--- src/rtl/wishbone_master_pkg.sv ---
// Shared types and width helpers for the Wishbone classic single-transfer master.
package wishbone_master_pkg;

  localparam int DEF_DATA_W  = 8;
  localparam int DEF_ADDR_W  = 16;
  localparam int DEF_TIMEOUT = 16;

  typedef enum logic {
    IDLE = 1'b0,
    BUS  = 1'b1
  } state_t;

  // Counter must hold 0..TIMEOUT; a zero-width vector is not legal, so floor at 1.
  function automatic int cnt_width(input int timeout);
    int w;
    w = $clog2(timeout + 1);
    return (w < 1) ? 1 : w;
  endfunction

endpackage

--- src/rtl/wb_timeout_counter.sv ---
// Bus-cycle watchdog: cleared while idle, counts unanswered BUS cycles, flags the last allowed one.
module wb_timeout_counter
  import wishbone_master_pkg::*;
#(
  parameter int TIMEOUT = DEF_TIMEOUT
) (
  input  logic clk_i,
  input  logic rst_i,
  input  logic clr,
  input  logic en,
  output logic expire
);

  localparam int CNT_W = cnt_width(TIMEOUT);

  generate
    if (TIMEOUT == 0) begin : g_off
      assign expire = 1'b0;
    end else begin : g_on
      localparam logic [CNT_W-1:0] LAST = CNT_W'(TIMEOUT - 1);
      logic [CNT_W-1:0] cnt;

      // NOTE: sequential state uses non-blocking assignments so every register samples pre-edge values.
      always_ff @(posedge clk_i or negedge rst_i) begin
        if (!rst_i) begin
          cnt <= '0;
        end else if (clr) begin
          cnt <= '0;
        end else if (en) begin
          cnt <= cnt + CNT_W'(1);
        end
      end

      assign expire = (cnt == LAST);
    end
  endgenerate

endmodule

--- src/rtl/wishbone_master_fsm.sv ---
// Wishbone classic single-transfer master bridging a CPU strobe interface to the bus,
// with slave-error and timeout aborts reported back as one-cycle done/err pulses.
module wishbone_master_fsm
  import wishbone_master_pkg::*;
#(
  parameter int DATA_W  = DEF_DATA_W,
  parameter int ADDR_W  = DEF_ADDR_W,
  parameter int TIMEOUT = DEF_TIMEOUT
) (
  input  logic              clk_i,
  input  logic              rst_i,
  input  logic              ack_i,
  input  logic              err_i,
  input  logic [DATA_W-1:0] dat_i,
  output logic [DATA_W-1:0] dat_o,
  output logic [ADDR_W-1:0] adr_o,
  output logic              we_o,
  output logic              stb_o,
  output logic              cyc_o,
  input  logic              cpu_rd,
  input  logic              cpu_wr,
  input  logic [ADDR_W-1:0] cpu_dir,
  input  logic [DATA_W-1:0] cpu_data_i,
  output logic [DATA_W-1:0] cpu_data_o,
  output logic              cpu_busy,
  output logic              cpu_done,
  output logic              cpu_err
);

  state_t state;
  logic   cnt_clr;
  logic   cnt_en;
  logic   expire;

  assign cnt_clr = (state == IDLE);
  assign cnt_en  = (state == BUS) && !ack_i && !err_i;

  wb_timeout_counter #(
    .TIMEOUT (TIMEOUT)
  ) u_timeout (
    .clk_i  (clk_i),
    .rst_i  (rst_i),
    .clr    (cnt_clr),
    .en     (cnt_en),
    .expire (expire)
  );

  always_ff @(posedge clk_i or negedge rst_i) begin
    if (!rst_i) begin
      state      <= IDLE;
      adr_o      <= '0;
      dat_o      <= '0;
      we_o       <= 1'b0;
      stb_o      <= 1'b0;
      cyc_o      <= 1'b0;
      cpu_data_o <= '0;
      cpu_busy   <= 1'b0;
      cpu_done   <= 1'b0;
      cpu_err    <= 1'b0;
    end else begin
      cpu_done <= 1'b0;
      cpu_err  <= 1'b0;
      case (state)
        IDLE: begin
          // A simultaneous read and write request resolves to the write.
          if (cpu_wr || cpu_rd) begin
            adr_o    <= cpu_dir;
            dat_o    <= cpu_data_i;
            we_o     <= cpu_wr;
            stb_o    <= 1'b1;
            cyc_o    <= 1'b1;
            cpu_busy <= 1'b1;
            state    <= BUS;
          end
        end
        BUS: begin
          if (err_i || ack_i || expire) begin
            we_o     <= 1'b0;
            stb_o    <= 1'b0;
            cyc_o    <= 1'b0;
            cpu_busy <= 1'b0;
            state    <= IDLE;
            // Error beats ack; ack on the final timeout edge still completes OK.
            if (err_i || !ack_i) begin
              cpu_err <= 1'b1;
            end else begin
              cpu_done <= 1'b1;
              if (!we_o) begin
                cpu_data_o <= dat_i;
              end
            end
          end
        end
        default: state <= IDLE;
      endcase
    end
  end

endmodule
--- config.mk ---
export PLATFORM = sky130hd
export DESIGN_NAME = wishbone_master_fsm
export DESIGN_NICKNAME = d
export VERILOG_FILES = /design/src/rtl/wishbone_master_pkg.sv /design/src/rtl/wb_timeout_counter.sv /design/src/rtl/wishbone_master_fsm.sv
export SDC_FILE = /design/constraint.sdc
export NUM_CORES = 1
export LEC_CHECK = 0
export CAP_MARGIN = 20
export CORE_MARGIN = 2
export CORE_UTILIZATION = 35
export DETAILED_ROUTE_END_ITERATION = 10
export GPL_TIMING_DRIVEN = 0
export PLACE_DENSITY = 0.78
export SLEW_MARGIN = 20
export SYNTH_ARGS = -nofsm -noshare
export SYNTH_HDL_FRONTEND = slang
export SYNTH_SLANG_ARGS = --single-unit
--- constraint.sdc ---
create_clock -name clk_i -period 4.1 [get_ports clk_i]
set_clock_uncertainty 0.05 [all_clocks]
set_input_delay 0.82 -clock clk_i [delete_from_list [all_inputs] [get_ports clk_i]]
set_output_delay 0.82 -clock clk_i [all_outputs]
set_load 0.05 [all_outputs]
# Yosys cells after proc, flatten, opt, wreduce, memory -nomap -nowiden
# Index checks and enable logic that the tools add are counted.
# classes
n_shift,0
n_lt_le_gt_ge,0
multipliers,0
eq_ne,4
reduce_logical,11
n_bitwise,3
div_mod_pow,0
muxes,16
addsub,1
# op_table
cell,count
1-bit 2-to-1 mux,11
5-bit 2-to-1 mux,2
2-bit by 1-bit != test with 1-bit output (second input constant),3
1-bit one-hot mux with 2 select lines,3
5-bit by 1-bit adder with 5-bit output (second input constant),1
5-bit by 4-bit == test with 1-bit output (second input constant),1
1-bit logical OR,4
2-bit AND reduction,2
4-bit AND reduction,1
1-bit NOT,3
1-bit logical AND,2
1-bit zero test,2
# totals
out_inout_bits,38
mem_bits_rw,0
reg_bits,42
latchBits,0
memories,0
inputBits,38
romBits,0

# Longest topological paths before layout
# depth
depth_word,5
mapped_depth,6

# Cells and area by module
# From an unflattened synthesis, not the netlist that was laid out.
# hier_totals
cells_unflattened,114
hier_area_um2,1731.7
# by_module_without_submodules
mod,cells_each,instances,seq_area_each_um2,area_each_um2
wishbone_master_fsm,91,1,925.9,1461.4
wb_timeout_counter,23,1,125.1,270.3

# Worst setup path after synthesis
# No wires, ideal clock.
# synth_path
path_type,input port to flip-flop
startpoint,input err_i
endpoint,register cpu_data_o[0]
arrival_ns,1.618
required_ns,3.925
stages,3
setup_ns,0.125
slack_ns,2.308
n_path_buf,1
path_cell_list,buf_6 > nor3_4 > mux2_2
# synth_via
elab_chain_cells,3
elab_cells_between_ends,5
cone_classes,bitwise (1); reduce/logical (4)
# synth_rtl
item,line,source
"start, declared",wishbone_master_fsm.sv:13,"input logic err_i,"
"1-bit logical OR, on equally long branches","wishbone_master_fsm.sv:77, wishbone_master_fsm.sv:84",
1-bit logical OR / 1-bit NOT (equally long branches),-,
4-bit AND reduction (no line) *,-,
"end signal, assigned",wishbone_master_fsm.sv:89,cpu_data_o <= dat_i;
"end, declared",wishbone_master_fsm.sv:24,"output logic [DATA_W-1:0] cpu_data_o,"
# Mark *: on every way between the ends. The rest lies on a longest branch, timed or not.
# A chain may end at the register's enable or synchronous reset.

==> flow_summary.toml <==
[power_and_ir_drop]
peakVddDrop_v = 0.000386
p_per_area_nw_per_um2 = 663
p_leak_nw = 1.11
total_power_mw = 1.73

[clocking]
worstSkewPairLatency_ns = 0.29
cts_tree = "done"
cts_hold_buffers = 0
cts_buffers = 5
post_cts_buffers = 0
clk_pin_slew_ns = 0.08
cts_sinks = 42
cts_buffer_depth = 2
cts_resized = 0
cts-root-buf = "clkbuf_8"
htreeDepth = 2

[logic_synthesis]
ys_ff_latch = 42
ys_warn_count = 0
synth_area_leaders = "dfrtp_1, mux2_2, a21oi_1, ha_1, buf_4"
syn-cell-area_um2 = 1690
yosysTopAreaCellShare_pct = 62.3
synth_cell_type_count = 23
yosysSeqAreaShare_pct = 62.3
synth_top_area_cell = "dfrtp_1"
syn_inst = 116
synthesis.nets = 156
syn-mean-instance-area_um2 = 14.6

[global_route]
grt_use_met2_pct = 21.1
grtUsageTotal_pct = 13.3
grt_use_met3_pct = 5.76
grt_pass1_vias = 1196
grt_antenna_before_repair = 0
grt_pass1_wl_um = 5400
grt_max_degree = 24
globalRouteMet1Util_pct = 15.9
overflow = 0
busiest_layer = "met2"

[timing]
final-hold-violation-count = 0
period_share_pct = 59.7
finalSetupViolCount = 0
fin_crit_ns = 2.45
timing.final.ws_setup_ns = 1.65
slew_violations = 0
max_slew.worst_pin.slew_ns = 0.547
maxSlewHeadroom_pct = 63.6
fmax_mhz = 408
setup_tns_ns = 0
holdWs_ns = 0.454
rsz0062_at_grt = "no"

[worst_setup_path]
path_delay_family = "buffers and inverters"
endpoint_kind = "output port"
r2r-start = "u_timeout.g_on.cnt[0]$_DFFE_PN0P_"
crit_chain = "buf_4 > clkdlybuf4s50_1"
critical_path_buf_inv_count = 2
r2r_end = "u_timeout.g_on.cnt[4]$_DFFE_PN0P_"
crit_type = "flip-flop to output port"
startpoint = "cpu_busy$_DFFE_PN0P_"
worstPathArrival_ns = 1.58
cp_slowest_cell = "clkdlybuf4s50_1"
cp.depth = 2
slowest_delay_ns = 0.78
reg2reg_setup_slack_ns = 2.43
worstPathRequired_ns = 3.23
critPathCapture = "stb_o"
reg2reg_depth = 5
critPathMaxFanout = 4
crit_path_start_kind = "flip-flop"

[cells_and_area]
final.fill_count = 396
ff_latch_area_um2 = 1050
drive_gt1_share_pct = 25.6
multiInputGateArea_um2 = 573
fin_nets = 238
antennaDiodeCount = 0
fin_cells = 253
fin_util_pct = 55.6
fin_area_um2 = 2610
area_delta_synth_final_pct = 54.6

[placed_design]
post-place-ws_ns = 1.56
dpl.cell_count = 245
hpwl_um = 2550
portBuffers = 74
place_area_um2 = 2520
place_congestion = 0.689

[detailed_routing]
totalWireLength_um = 3380
drt_pass1_iterations = 4
drtAntennaViolNets = 0
vias_per_cell = 4.70
drt_iter0_drc = 68
routedWlPerCell_um = 13.4
drc = 0
via_count = 1188

[status]
outcome = "finished clean"

[die]
die_area_um2 = 5390
die_x_um = 73.4
pin_count = 76
initial_utilization_pct = 36.0
rows = 25
core_um2 = 4690
dieHeight_um = 73.4

[worst_hold_path]
min_path_type = "primary input to asynchronous set/reset pin"

[run]
cap_violations = 0
cell type report:
class / instances / area share [%]
Inverter: 5 / 0.719
Clock inverter: 1 / 0.192
Buffer: 5 / 1.73
Multi-Input combinational cell: 64 / 22.0
Sequential cell: 42 / 40.3
Timing Repair Buffer: 75 / 29.2
Tap cell: 54 / 2.59
Clock buffer: 7 / 3.31
cell usage in the layout, fill, tap and decap left out:
cell,count
buf_4,3
o21ai_0,2
nor3b_1,1
a21oi_1,6
nand2_1,4
a2bb2oi_1,1
inv_1,4
clkbuf_1,1
or3_2,1
mux2i_1,1
buf_16,1
nor3_4,1
nand2b_1,1
clkdlybuf4s50_1,73
nand2_2,1
inv_2,1
nand4_1,1
clkbuf_8,6
buf_6,2
nor3_1,1
clkinv_2,1
dfrtp_1,42
ha_1,2
mux2_2,32
nor2_1,5
xnor2_1,2
buf_2,1
and3_1,1
o21ai_4,1
worst register-to-register path, stage by stage, from the launching register on:
cell and delay, ns:
dfrtp_1 0.41, ha_1 0.21, and3_1 0.14, ha_1 0.25, or3_2 0.40, a21oi_1 0.13
cell families (layout without fill, tap and decap cells):
kind of cell    count (synthesis)  count (layout)  share of synthesized area (%)
flops                          42              42                           62.3
mux                            33              33                           21.9
simple gates                   17              17                           5.63
compound gates                 10              10                           3.86
buf+inv                        10              93                           3.78
fa+ha+maj                       2               2                           1.48
xor+xnor                        2               2                           1.04
flip-flops by register name, summed over array words and instances (netlist names):
name                count
cpu_err                 1
we_o                    1
adr_o                  16
cpu_data_o              8
dat_o                   8
state                   1
u_timeout.g_on.cnt      5
cpu_done                1
cpu_busy                1
Yosys cell counts:
cell type,n
mux2_2,32
or3_2,1
nor3b_1,1
buf_6,2
nand2_2,1
inv_1,4
o21ai_0,2
nand2b_1,1
buf_4,3
nand2_1,4
mux2i_1,1
xnor2_1,2
o21ai_4,1
inv_2,1
dfrtp_1,42
and3_1,1
nor3_4,1
nand4_1,1
a21oi_1,6
a2bb2oi_1,1
nor3_1,1
nor2_1,5
ha_1,2
where the power goes:
part | internal (mW) | leakage (nW) | total (mW) | switching [mW]
Combinational | 0.331 | 0.554 | 0.870 | 0.539
Sequential | 0.527 | 0.506 | 0.587 | 0.0599
Clock | 0.136 | 0.0482 | 0.273 | 0.137
Total | 0.994 | 1.11 | 1.73 | 0.735
routing by layer:
| layer | share of wire (%) | up-vias |
|---|---|---|
| met5 | 0 | - |
| met4 | 1.6 | 0 |
| met3 | 8.1 | 6 |
| met2 | 48 | 50 |
| met1 | 42 | 571 |
| li1 | - | 561 |
how the worst min path moves through the flow:
stage	startpoint	endpoint	depth (start not counted)
3_3_place_gp	adr_o[6]$_DFFE_PN0P_	adr_o[6]$_DFFE_PN0P_	1
4_1_cts	dat_o[3]$_DFFE_PN0P_	dat_o[3]$_DFFE_PN0P_	1
2_1_floorplan	rst_i	adr_o[0]$_DFFE_PN0P_	0
6_report	rst_i	adr_o[7]$_DFFE_PN0P_	1
5_1_grt	dat_o[1]$_DFFE_PN0P_	dat_o[1]$_DFFE_PN0P_	1
3_5_place_dp	dat_o[3]$_DFFE_PN0P_	dat_o[3]$_DFFE_PN0P_	1
Note: power is estimated with default switching activity, not from simulation.
